File: src/rtl/reg_usb_stat_match_if.sv
// Register-bus bundle for reg_usb_stat_match. The bus master (usb_reg_main
// or a testbench) drives the address, strobes and write data. The matcher
// returns registered read data.
interface reg_usb_stat_match_if #(
  parameter int pBYTECNT_SIZE = 7
) ();
  logic [7:0]               reg_address;
  logic [pBYTECNT_SIZE-1:0] reg_bytecnt;
  logic [7:0]               read_data;
  logic [7:0]               write_data;
  logic                     reg_read;
  logic                     reg_write;
  logic                     reg_addrvalid;

  modport master (
    output reg_address, reg_bytecnt, write_data, reg_read, reg_write, reg_addrvalid,
    input  read_data
  );

  modport slave (
    input  reg_address, reg_bytecnt, write_data, reg_read, reg_write, reg_addrvalid,
    output read_data
  );
endinterface

File: src/rtl/reg_usb_stat_match.sv
// reg_usb_stat_match: pNUM_CHANNELS independent pattern/mask comparators on
// the front-end capture status bus. Each channel runs in first-match,
// last-match or edge-count mode and has a saturating match counter.
// Optional feature macro: STAT_MATCH_TIMESTAMP_EN builds the arm-relative
// timestamp counter and the per-channel captured timestamps. When the macro
// is undefined, TIMESTAMP reads return 0.
module reg_usb_stat_match #(
  parameter int         pNUM_CHANNELS    = 4,
  parameter int         pSTAT_WIDTH      = 5,
  parameter int         pCOUNT_WIDTH     = 16,
  parameter int         pTIMESTAMP_WIDTH = 24,
  parameter int         pBYTECNT_SIZE    = 7,
  parameter logic [1:0] pSELECT          = 2'b10
) (
  input  logic                     cwusb_clk,
  input  logic                     reset_i,
  reg_usb_stat_match_if.slave      bus,
  input  logic                     I_reg_arm,
  input  logic [pSTAT_WIDTH-1:0]   I_fe_capture_stat,
  output logic [pNUM_CHANNELS-1:0] O_match,
  output logic                     O_match_any,
  output logic [pNUM_CHANNELS-1:0] O_match_pulse,
  output logic                     selected
);

  typedef enum logic [1:0] {
    MODE_FIRST     = 2'd0,
    MODE_LAST      = 2'd1,
    MODE_EDGE      = 2'd2,
    MODE_FIRST_ALT = 2'd3
  } mode_e;

  logic [pSTAT_WIDTH-1:0]   pattern [pNUM_CHANNELS];
  logic [pSTAT_WIDTH-1:0]   mask    [pNUM_CHANNELS];
  mode_e                    mode    [pNUM_CHANNELS];
  logic [pSTAT_WIDTH-1:0]   value   [pNUM_CHANNELS];
  logic [pCOUNT_WIDTH-1:0]  count   [pNUM_CHANNELS];
  logic [pNUM_CHANNELS-1:0] flag, pulse, prev_hit;
  logic [pNUM_CHANNELS-1:0] hit, rise, capture, bump, wr_hit, ch_clear;

  logic                     arm_r, arm_edge, eval;
  logic [1:0]               ch_sel;
  logic [2:0]               reg_sel;
  logic [pBYTECNT_SIZE-1:0] bytecnt;
  logic [31:0]              bcnt;
  logic [1:0]               bsel;
  logic                     wr_en;
  logic [7:0]               rd_mux;
  logic [31:0]              cnt_ext, ts_ext;
  logic                     unused_bits;

  assign ch_sel      = bus.reg_address[4:3];
  assign reg_sel     = bus.reg_address[2:0];
  assign bytecnt     = bus.reg_bytecnt;
  assign bcnt        = 32'(bytecnt);
  assign bsel        = bcnt[1:0];
  assign selected    = bus.reg_addrvalid & (bus.reg_address[6:5] == pSELECT);
  assign wr_en       = selected & bus.reg_write;
  assign arm_edge    = I_reg_arm & ~arm_r;
  assign eval        = I_reg_arm & ~arm_edge;
  assign O_match     = flag;
  assign O_match_any = |flag;
  assign O_match_pulse = pulse;
  assign unused_bits = ^{bus.reg_address[7], bus.write_data};

`ifdef STAT_MATCH_TIMESTAMP_EN
  logic [pTIMESTAMP_WIDTH-1:0] ts_cnt;
  logic [pTIMESTAMP_WIDTH-1:0] ts_cap [pNUM_CHANNELS];

  // Free-running arm-relative timestamp: zeroed on the arm edge, saturates, holds while disarmed
  always_ff @(posedge cwusb_clk or posedge reset_i) begin
    if (reset_i) begin
      ts_cnt <= '0;
    end else if (arm_edge) begin
      ts_cnt <= '0;
    end else if (I_reg_arm && (ts_cnt != '1)) begin
      ts_cnt <= ts_cnt + pTIMESTAMP_WIDTH'(1);
    end
  end

  // Per-channel timestamp snapshot, taken whenever the channel captures a value
  always_ff @(posedge cwusb_clk or posedge reset_i) begin
    if (reset_i) begin
      for (int c = 0; c < pNUM_CHANNELS; c++) ts_cap[c] <= '0;
    end else begin
      for (int c = 0; c < pNUM_CHANNELS; c++) begin
        if (arm_edge || ch_clear[c]) ts_cap[c] <= '0;
        else if (capture[c])         ts_cap[c] <= ts_cnt;
      end
    end
  end
`else
  logic [pTIMESTAMP_WIDTH-1:0] unused_ts;
  assign unused_ts = '0;
`endif

  // Per-channel match, edge, capture and count-enable decisions plus write decode
  always_comb begin
    hit      = '0;
    rise     = '0;
    capture  = '0;
    bump     = '0;
    wr_hit   = '0;
    ch_clear = '0;
    for (int c = 0; c < pNUM_CHANNELS; c++) begin
      hit[c]  = eval && ((I_fe_capture_stat & mask[c]) == (pattern[c] & mask[c]));
      rise[c] = hit[c] & ~prev_hit[c];
      case (mode[c])
        MODE_LAST: begin
          capture[c] = hit[c];
          bump[c]    = hit[c];
        end
        MODE_EDGE: begin
          capture[c] = rise[c] & ~flag[c];
          bump[c]    = rise[c];
        end
        default: begin
          capture[c] = hit[c] & ~flag[c];
          bump[c]    = hit[c];
        end
      endcase
      wr_hit[c]   = wr_en && (int'(ch_sel) == c);
      ch_clear[c] = wr_hit[c] && (((reg_sel == 3'd0) && (bcnt == 32'd0)) || (reg_sel == 3'd5));
    end
  end

  // Arm-level history used to detect the arm edge
  always_ff @(posedge cwusb_clk or posedge reset_i) begin
    if (reset_i) arm_r <= 1'b0;
    else         arm_r <= I_reg_arm;
  end

  // Channel configuration writes and capture state; arm edge and clears discard any match that cycle
  always_ff @(posedge cwusb_clk or posedge reset_i) begin
    if (reset_i) begin
      flag     <= '0;
      pulse    <= '0;
      prev_hit <= '0;
      for (int c = 0; c < pNUM_CHANNELS; c++) begin
        pattern[c] <= '0;
        mask[c]    <= '1;
        mode[c]    <= MODE_FIRST;
        value[c]   <= '0;
        count[c]   <= '0;
      end
    end else begin
      for (int c = 0; c < pNUM_CHANNELS; c++) begin
        if (wr_hit[c] && (reg_sel == 3'd0) && (bcnt == 32'd0)) pattern[c] <= bus.write_data[pSTAT_WIDTH-1:0];
        if (wr_hit[c] && (reg_sel == 3'd0) && (bcnt == 32'd1)) mask[c]    <= bus.write_data[pSTAT_WIDTH-1:0];
        if (wr_hit[c] && (reg_sel == 3'd1) && (bcnt == 32'd0)) mode[c]    <= mode_e'(bus.write_data[1:0]);
        if (arm_edge || ch_clear[c]) begin
          flag[c]     <= 1'b0;
          pulse[c]    <= 1'b0;
          prev_hit[c] <= 1'b0;
          value[c]    <= '0;
          count[c]    <= '0;
        end else begin
          prev_hit[c] <= hit[c];
          pulse[c]    <= capture[c] & ~flag[c];
          if (capture[c]) begin
            flag[c]  <= 1'b1;
            value[c] <= I_fe_capture_stat;
          end
          if (bump[c] && (count[c] != '1)) count[c] <= count[c] + pCOUNT_WIDTH'(1);
        end
      end
    end
  end

  // Register read mux; fields are zero-extended so bytes past a field's width read 0
  always_comb begin
    rd_mux  = 8'h00;
    cnt_ext = 32'd0;
    ts_ext  = 32'd0;
    for (int c = 0; c < pNUM_CHANNELS; c++) begin
      if (int'(ch_sel) == c) begin
        cnt_ext = 32'(count[c]);
`ifdef STAT_MATCH_TIMESTAMP_EN
        ts_ext  = 32'(ts_cap[c]);
`endif
        case (reg_sel)
          3'd0: begin
            if (bcnt == 32'd0)      rd_mux = 8'(pattern[c]);
            else if (bcnt == 32'd1) rd_mux = 8'(mask[c]);
          end
          3'd1: if (bcnt == 32'd0) rd_mux = {6'b0, mode[c]};
          3'd2: begin
            if (bcnt == 32'd0)      rd_mux = {7'b0, flag[c]};
            else if (bcnt == 32'd1) rd_mux = 8'(value[c]);
          end
          3'd3: if (bcnt < 32'd4) rd_mux = cnt_ext[{bsel, 3'b000} +: 8];
          3'd4: if (bcnt < 32'd4) rd_mux = ts_ext[{bsel, 3'b000} +: 8];
          default: rd_mux = 8'h00;
        endcase
      end
    end
  end

  // Registered read data, valid the cycle after a selected read strobe and 0 otherwise
  always_ff @(posedge cwusb_clk or posedge reset_i) begin
    if (reset_i)                     bus.read_data <= 8'h00;
    else if (bus.reg_read && selected) bus.read_data <= rd_mux;
    else                             bus.read_data <= 8'h00;
  end

endmodule

File: src/flat_wrapper.sv
// flat-port wrapper written by rule: the top's interface ports become plain ports
module reg_usb_stat_match_flat 
#(
  parameter int         pNUM_CHANNELS    = 4,
  parameter int         pSTAT_WIDTH      = 5,
  parameter int         pCOUNT_WIDTH     = 16,
  parameter int         pTIMESTAMP_WIDTH = 24,
  parameter int         pBYTECNT_SIZE    = 7,
  parameter logic [1:0] pSELECT          = 2'b10
)
  (cwusb_clk, reset_i, I_reg_arm, I_fe_capture_stat, O_match, O_match_any, O_match_pulse, selected, bus_reg_address, bus_reg_bytecnt, bus_write_data, bus_reg_read, bus_reg_write, bus_reg_addrvalid, bus_read_data);
  reg_usb_stat_match_if #(.pBYTECNT_SIZE(pBYTECNT_SIZE)) bus_i ();
  input  logic cwusb_clk;
  input  logic reset_i;
  input  logic I_reg_arm;
  input  logic [pSTAT_WIDTH-1:0] I_fe_capture_stat;
  output logic [pNUM_CHANNELS-1:0] O_match;
  output logic O_match_any;
  output logic [pNUM_CHANNELS-1:0] O_match_pulse;
  output logic selected;
  input wire logic [$bits(bus_i.reg_address)-1:0] bus_reg_address;
  input wire logic [$bits(bus_i.reg_bytecnt)-1:0] bus_reg_bytecnt;
  input wire logic [$bits(bus_i.write_data)-1:0] bus_write_data;
  input wire logic [$bits(bus_i.reg_read)-1:0] bus_reg_read;
  input wire logic [$bits(bus_i.reg_write)-1:0] bus_reg_write;
  input wire logic [$bits(bus_i.reg_addrvalid)-1:0] bus_reg_addrvalid;
  output wire logic [$bits(bus_i.read_data)-1:0] bus_read_data;
  assign bus_i.reg_address = bus_reg_address;
  assign bus_i.reg_bytecnt = bus_reg_bytecnt;
  assign bus_i.write_data = bus_write_data;
  assign bus_i.reg_read = bus_reg_read;
  assign bus_i.reg_write = bus_reg_write;
  assign bus_i.reg_addrvalid = bus_reg_addrvalid;
  assign bus_read_data = bus_i.read_data;
  reg_usb_stat_match #(.pNUM_CHANNELS(pNUM_CHANNELS), .pSTAT_WIDTH(pSTAT_WIDTH), .pCOUNT_WIDTH(pCOUNT_WIDTH), .pTIMESTAMP_WIDTH(pTIMESTAMP_WIDTH), .pBYTECNT_SIZE(pBYTECNT_SIZE), .pSELECT(pSELECT)) u_core (.cwusb_clk(cwusb_clk), .reset_i(reset_i), .bus(bus_i), .I_reg_arm(I_reg_arm), .I_fe_capture_stat(I_fe_capture_stat), .O_match(O_match), .O_match_any(O_match_any), .O_match_pulse(O_match_pulse), .selected(selected));
endmodule
File: config.mk
export PLATFORM = sky130hd
export DESIGN_NAME = reg_usb_stat_match_flat
export DESIGN_NICKNAME = d
export VERILOG_FILES = /design/src/rtl/reg_usb_stat_match_if.sv /design/src/rtl/reg_usb_stat_match.sv /design/src/flat_wrapper.sv
export SDC_FILE = /design/constraint.sdc
export NUM_CORES = 1
export LEC_CHECK = 0
export ABC_AREA = 0
export CAP_MARGIN = 20
export CORE_UTILIZATION = 30
export DETAILED_ROUTE_END_ITERATION = 10
export GPL_TIMING_DRIVEN = 1
export PLACE_DENSITY = 0.57
export RECOVER_POWER = 25
export SLEW_MARGIN = 20
export SYNTH_ARGS = -nofsm -noshare
export SYNTH_HDL_FRONTEND = slang
export SYNTH_SLANG_ARGS = --single-unit
File: constraint.sdc
create_clock -name cwusb_clk -period 7.4 [get_ports cwusb_clk]
set_clock_uncertainty 0.2 [all_clocks]
set_input_delay 1.48 -clock cwusb_clk [delete_from_list [all_inputs] [get_ports cwusb_clk]]
set_output_delay 1.48 -clock cwusb_clk [all_outputs]
set_load 0.03 [all_outputs]
After elaboration in Yosys (flattened, before gate mapping)
Cells that the tools add are included.

Mux-type cells: 77. Reductions and logical operators: 55. Shift-type cells: 5. Magnitude comparators: 1. Bitwise logic cells: 38. Add/subtract/negate cells: 4. Eq/ne operators: 26.

Operator list (number): $mux W8 (30); $pmux W8 S5 (4); $mux W16 (8); $shiftx A32 B6 Y8 (4); $add A16 B1 Y16 const B (4); $ne A16 B16 Y1 const B (4); $mux W5 (10); $and A5 B5 Y5 (8); $logic_and A1 B1 Y1 (38); $logic_not A32 Y1 (1); $shiftx A32 B6 Y8 const A (1); $and A1 B1 Y1 (20); $eq A5 B5 Y1 (4); $mux W1 (20); $reduce_bool A2 Y1 (8); $eq A2 B2 Y1 const B (7); $eq A2 B1 Y1 const B (5); $not A1 Y1 (10); $pmux W1 S2 (4); $eq A7 B1 Y1 const B (1); $lt A7 B3 Y1 const B (1); $eq A3 B2 Y1 const B (2); $eq A3 B3 Y1 const B (2); $logic_or A1 B1 Y1 (5); other kinds (5) (5).

Output and inout port bits: 18. Input port bits: 34. Word-level logic and storage cells: 234. Register bits after elaboration: 153.

Logic depth before layout (Yosys ltp)
Gate-level depths: netlist (run 1).

Word-level depth: 18. Gate-level depth with buffers: 9. Mapped depth without buffers: 7.

Worst setup path after synthesis (run 1)
No wires, ideal clock.

Kind: input port to output port. From: input bus_reg_addrvalid. To: output selected. Data arrival time: 2.027 ns. Cell stages on the path: 2. Path slack: 3.693 ns. Path through: nand2_1 -> nor2_1.

Cells in the longest elaborated chain, start to end: 1.

RTL lines: start: declaration (line flat_wrapper.sv:26) `input wire logic [$bits(bus_i.reg_addrvalid)-1:0] bus_reg_addrvalid;`; $and A1 B1 Y1 (line reg_usb_stat_match.sv:57) `assign selected = bus.reg_addrvalid & (bus.reg_address[6:5] == pSELECT);`; end: declaration (line flat_wrapper.sv:20) `output logic selected;`.

No other way between the ends.

==> out/metrics.yaml, run 1 <==
crit_chain: "dlygate4sd3_1, clkinvlp_2, clkbuf_1"
mapped_nets: 904
globalplace.congestion: 0.894
setup_tns_ns: 0
drt_first_iter_violations: 645
layoutNonFillerInstCount: 1287
hold_fix_buffer_count_after_cts: 0
numPlacedInstances: 1254
netlist_top_cells_area: "sky130_fd_sc_hd__dfrtp_1 39%, sky130_fd_sc_hd__mux2_2 7.2%, sky130_fd_sc_hd__mux2i_1 6.6%"
cts_made_buffers: 17
cellLeakagePower_uw: 0.00399
vdd.ir_drop.worst_v: 0.000131
layout.cell_area.non_filler_um2: 10000
drv_slew: 95
post_synth_instance_area_um2: 8640
cts_num_sinks: 153
num_vias: 6758
yosys.area.top_type: "sky130_fd_sc_hd__dfrtp_1"
drt_drc_violations_left: 0
fp.dieH_um: 172
worstPathMaxFanout: 58
cts_repair_resize_count: 0
ys_top_cells_by_count: "133 x sky130_fd_sc_hd__dfrtp_1, 110 x sky130_fd_sc_hd__nor2_1, 57 x sky130_fd_sc_hd__mux2i_1"
wl_mm: 24.9
ys_types: 66
critical_path.endpoint_type: "asynchronous set/reset pin"
drv_cap: 2
timing.critical_path.slowest_stage_cell: "sky130_fd_sc_hd__clkbuf_1"
timing.final.crit_period_ns: 5.05
synth_edf_count: 0
outcome: "finished, violations left"
grt_first_pass_wirelength_mm: 39.1
post_dp_cell_area_um2: 9410
post-synth-top-count-cell: "sky130_fd_sc_hd__dfrtp_1"
row_count: 61
post_cts.repair.setup_buffers: 0
overall_power_uw: 1970
max_slew.worst_pin.slew_ns: 2.54
ys_seq_area_share_pct: 44.6
cts_root_buffer: "sky130_fd_sc_hd__clkbuf_16"
avgSynthCellArea_um2: 9.97
worst_path_largest_cell_delay_ns: 1.48
postSynth.topFlopCell: "sky130_fd_sc_hd__dfrtp_1"
power_density_nw_per_um2: 197
met2WireLength_mm: 10.7
synth.yosys.warnings: 0
clock_transition_at_the_registers_of_the_reported_paths_ns: 0.06
layout.filler_cells: 2900
drt.antenna.violating_nets: 0
timing_hold_violations_final: 0
grt_pass1_vias: 6708
finish.net_count: 933
syn-instance-count: 866
fp.dieArea_um2: 29500
insertion_delay_ns: 0.43
clock.fmax_ghz: 0.198
avgRoutedWirePerCell_um: 19.3
finalCoreUtilization_pct: 35.6
num_io_pins: 52
final.period_utilization_pct: 68.2
async_flop_share_pct: 100
startpoint_type: "input port"
required_ns: 7.36
rsz0062_at_grt: "false"
design.core.area_um2: 28100
detail_route.first_pass.iterations: 5
violations_in_the_final_reports: "max-capacitance violations, max-slew violations"
ys_seq_elements: 153
grt_start_max_net_pins: 63
cts.path.max_buffers: 2
crit_type: "input port to asynchronous set/reset pin"
gr-usage-all-layers_pct: 17.7
worst_slew_margin_rel_pct: -70.4
drive_gt1_share_pct: 14.9
setup_viol_count_final: 0
cts.htree.levels: 4
antenna_found_initial: 2
area_delta_synth_final_pct: 15.8
place_hpwl_mm: 17.5
yosys.area.top_type_share_pct: 38.5
wl_met3_mm: 1.62
cts_tree: "done"
start_util_pct: 30.8
worst_hold_path_type: "register to register"
wl_met1_mm: 11.9
highest_layer: "met5"
grt_overflow: 0
die-width_um: 172
routed_via_density: 5.25
cp_data_arrival_time_ns: 5.00
portBuffers: 47
## state kept, by name, summed over array words and instances, names as in the netlist
signal	flops
u_core.value	20
u_core.pattern	20
u_core.mode	8
u_core.O_match	4
u_core.count	64
u_core.mask	20
u_core.O_match_pulse	4
u_core.arm_r	1
u_core.prev_hit	4
u_core.bus.read_data	8
## area by class of cell
class                           count  area, µm²  share of cell area (%)
Clock buffer                       22        474                    4.74
Tap cell                          378        473                    4.73
Clock inverter                     10        118                    1.18
Sequential cell                   153       3850                    38.5
Inverter                           20       76.3                   0.763
Multi-Input combinational cell    650       4500                    45.0
Timing Repair Buffer               53        507                    5.07
Antenna cell                        1       2.50                  0.0250
## kinds of logic (layout without fill, tap and decap cells)
| family | Yosys count | count (layout) | synth area share (%) |
|---|---|---|---|
| AND/OR/NAND/NOR | 332 | 332 | 19.6 |
| flip-flops | 153 | 153 | 44.6 |
| AO/OA/AOI/OAI | 128 | 128 | 10.3 |
| multiplexers | 114 | 114 | 14.3 |
| XOR/XNOR | 72 | 72 | 7.30 |
| buffers and inverters | 63 | 105 | 3.35 |
| adder cells (fa/ha/maj) | 4 | 4 | 0.579 |
| other | 0 | 1 | 0 |
## per-stage QoR
step                      setup slack (ns)  hold WS, ns
final                                 2.35        0.312
after global routing                  1.58        0.342
after CTS                             2.73        0.314
after detailed placement              2.65        0.302
after global placement                2.61        0.295
after floorplan                       1.63        0.281
## power by group
group	switching, µW	total (µW)	internal [µW]	leakage [µW]
Sequential	30.0	895	865	0.00203
Combinational	128	197	68.6	0.00168
Clock	353	877	524	0.000279
Total	512	1970	1460	0.00399
## path summary, 6_finish.rpt
path / cells after the start / slack [ns] / startpoint / end
max: 3 / 2.35 / reset_i / u_core.count[10]
min: 1 / 0.31 / u_core.mode[4] / u_core.mode[4]
max reg2reg: 6 / 4.69 / u_core.pattern[18] / u_core.count[61]
min reg2reg: 1 / 0.31 / u_core.mode[4] / u_core.mode[4]
max in group cwusb_clk: 4 / 2.73 / bus_reg_addrvalid / selected
min in group asynchronous: 2 / 2.00 / reset_i / u_core.O_match_pulse[0]
## critical path, delay by kind of cell
kind     cells  cell delay, ns
buf+inv      3            3.46
## placed cells by master (no fill, tap or decap), types with 7 or more instances in the layout
master                            Yosys  final
sky130_fd_sc_hd__nor4_1              23     22
sky130_fd_sc_hd__dfrtp_1            133    133
sky130_fd_sc_hd__nand2_1             51     51
sky130_fd_sc_hd__mux2i_1             57     57
sky130_fd_sc_hd__dfstp_2             20     20
sky130_fd_sc_hd__nor2_1             110    110
sky130_fd_sc_hd__or3_1               10     10
sky130_fd_sc_hd__xnor2_1             45     45
sky130_fd_sc_hd__xor2_1              27     27
sky130_fd_sc_hd__inv_1               20     19
sky130_fd_sc_hd__o21ai_0             21     21
sky130_fd_sc_hd__o22ai_1             13     13
sky130_fd_sc_hd__clkbuf_16            0     17
sky130_fd_sc_hd__nor3_1              28     28
sky130_fd_sc_hd__a21oi_1             35     35
sky130_fd_sc_hd__nand4_1             11     11
sky130_fd_sc_hd__a22oi_1             11     11
sky130_fd_sc_hd__a31oi_1              7      7
sky130_fd_sc_hd__mux2_2              55     55
sky130_fd_sc_hd__clkdlybuf4s50_1      0     44
sky130_fd_sc_hd__and3_1               8      8
sky130_fd_sc_hd__and4_1               8      8
sky130_fd_sc_hd__nand3_1             38     38
## metal layers
layer | vias to the layer above | global-route usage [%]
li1 | 3198 | -
met1 | 3329 | 24.5
met2 | 194 | 26.1
met3 | 35 | 4.86
met4 | 2 | 6.13
met5 | - | 0
(Power assumes the default switching activity.)
==> inputs of run 2 (changes only) <==
--- a/config.mk
+++ b/config.mk
@@ -10,7 +10,7 @@
 export CORE_UTILIZATION = 30
 export DETAILED_ROUTE_END_ITERATION = 10
 export GPL_TIMING_DRIVEN = 1
-export PLACE_DENSITY = 0.57
+export PLACE_DENSITY = 0.59
 export RECOVER_POWER = 25
 export SLEW_MARGIN = 20
 export SYNTH_ARGS = -nofsm -noshare
==> constraint.sdc (replaced) <==
create_clock -name cwusb_clk -period 4.54 [get_ports cwusb_clk]
set_clock_uncertainty 0.2 [all_clocks]
set_input_delay 0.908 -clock cwusb_clk [delete_from_list [all_inputs] [get_ports cwusb_clk]]
set_output_delay 0.908 -clock cwusb_clk [all_outputs]
set_load 0.03 [all_outputs]
==> out/metrics.yaml, run 2 (synthesized netlist as in run 1, its figures left out) <==
globalplace.congestion: 0.892  # -0.27%
drt_drc_violations_left: 0  # unchanged
startpoint_type: "input port"
num_vias: 6946  # +2.8%
rsz0062_at_grt: "false"
cellLeakagePower_uw: 0.00406  # +1.7%
critical_path.endpoint_type: "output port"
worst_hold_path_type: "register to register"
setup_tns_ns: 0  # unchanged
avgRoutedWirePerCell_um: 19.1  # -1.3%
registers.top_by_ff_count: "u_core.count"
cts.path.max_buffers: 2  # unchanged
fp.dieH_um: 172  # unchanged
antenna_cells_inserted: 0  # -1
cts_num_sinks: 153  # unchanged
cts_repair_resize_count: 0  # unchanged
drt_first_iter_violations: 576  # -11%
crit_type: "input port to output port"
mostFrequentLayoutCells: "133 x sky130_fd_sc_hd__dfrtp_1, 110 x sky130_fd_sc_hd__nor2_1, 57 x sky130_fd_sc_hd__mux2i_1"
grt_start_max_net_pins: 64  # +1.6%
hold_fix_buffer_count_after_cts: 0  # unchanged
clock_transition_at_the_registers_of_the_reported_paths_ns: 0.06  # about the same
final_common_cell: "sky130_fd_sc_hd__dfrtp_1"
worstPathMaxFanout: 5  # -91%
preCtsSetupSlack_ns: 0.728  # -1.92 ns
layout.filler_cells: 2871  # -1.0%
cp_data_arrival_time_ns: 2.43  # -2.57 ns
cts_root_buffer: "sky130_fd_sc_hd__clkbuf_16"
grt_pass1_vias: 6785  # +1.1%
num_io_pins: 52  # unchanged
portBuffers: 47  # unchanged
cts.htree.levels: 4  # unchanged
routed_via_density: 5.33  # +1.6%
detail_route.first_pass.iterations: 5  # unchanged
gr-usage-all-layers_pct: 17.7  # +0.053 points
drive_gt1_share_pct: 16.2  # +1.4 points
post_cts.repair.setup_buffers: 0  # unchanged
die-width_um: 172  # unchanged
timing.final.crit_period_ns: 3.54
drt.antenna.violating_nets: 0  # unchanged
area_delta_synth_final_pct: 16.8
insertion_delay_ns: 0.43  # about the same
wl_mm: 24.8  # -0.10%
drv_slew: 36  # -62%
max_slew.worst_pin.slew_ns: 1.93  # -0.608 ns
antenna_found_initial: 0  # -2
cts_tree: "done"
row_count: 61  # unchanged
finish.net_count: 949  # +1.7%
cts_made_buffers: 17  # unchanged
place_hpwl_mm: 18.0  # +2.9%
finalHoldWorstSlack_ns: 0.321  # +0.00856 ns
largest_reg_flops: 64  # unchanged
design.core.area_um2: 28100  # unchanged
violations_in_the_final_reports: "max-capacitance violations, max-slew violations"
fp.dieArea_um2: 29500  # unchanged
setup_ws_ns: 0.997  # -1.36 ns
worst_slew_margin_rel_pct: -29.7  # +41 points
clock.fmax_ghz: 0.282
grt_overflow: 0  # unchanged
setup_viol_count_final: 0  # unchanged
outcome: "finished, violations left"
grt_first_pass_wirelength_mm: 39.6  # +1.3%
power_density_nw_per_um2: 307  # +56%
final.period_utilization_pct: 78.0
drv_cap: 1  # -1
vdd.ir_drop.worst_v: 0.000217  # +66%
required_ns: 3.43  # -3.93 ns
start_util_pct: 30.8  # unchanged
timing_hold_violations_final: 0  # unchanged
## run 2: path summary, 6_finish.rpt
check	start	end	slack, ns	depth (start not counted)
worst max-delay path	bus_reg_addrvalid	selected	1.0	4
worst min-delay path	u_core.value[16]	u_core.value[16]	0.32	2
worst max register to register	u_core.count[16]	u_core.count[28]	1.94	7
worst min register to register	u_core.value[16]	u_core.value[16]	0.32	2
max in group asynchronous	reset_i	u_core.mask[0]	1.82	3
min in group asynchronous	reset_i	u_core.O_match_pulse[0]	1.23	2
## run 2: worst max-delay path, stage by stage
cell                              delay [ns]
sky130_fd_sc_hd__clkdlybuf4s50_1        0.46
sky130_fd_sc_hd__nand2_1                0.05
sky130_fd_sc_hd__nor2_1                 0.27
sky130_fd_sc_hd__clkdlybuf4s50_1        0.74
## run 2: final cells by class
class / count / area, µm² / area share (%)
Clock inverter: 10 / 71.3 / 0.707
Sequential cell: 153 / 3850 / 38.2
Multi-Input combinational cell: 650 / 4490 / 44.5
Inverter: 20 / 76.3 / 0.757
Timing Repair Buffer: 69 / 656 / 6.50
Clock buffer: 22 / 464 / 4.60
Tap cell: 378 / 473 / 4.69
## run 2: where the power goes
group	switching [µW]	internal, µW	total [µW]
combinational	210	123	332
sequential	49.5	1410	1460
clock	574	729	1300
## run 2: layer usage
layer  track usage, %  wire, µm
met5                0         0
met4             7.76       828
met3             4.00      1540
met2             25.6     10600
met1             25.0     11800
## run 2: stage by stage
step | instance area, µm² | power [µW] | std cells | util [%]
after global placement | 9560 | 1810 | 1270 | 34.0
after detailed placement | 9560 | 1810 | 1270 | 34.0
after floorplan | 8640 | 1680 | 866 | -
after global routing | 10100 | 3230 | 1302 | 35.9
final | 10100 | 3090 | 1302 | 35.9
after CTS | 10100 | 3120 | 1302 | 35.9
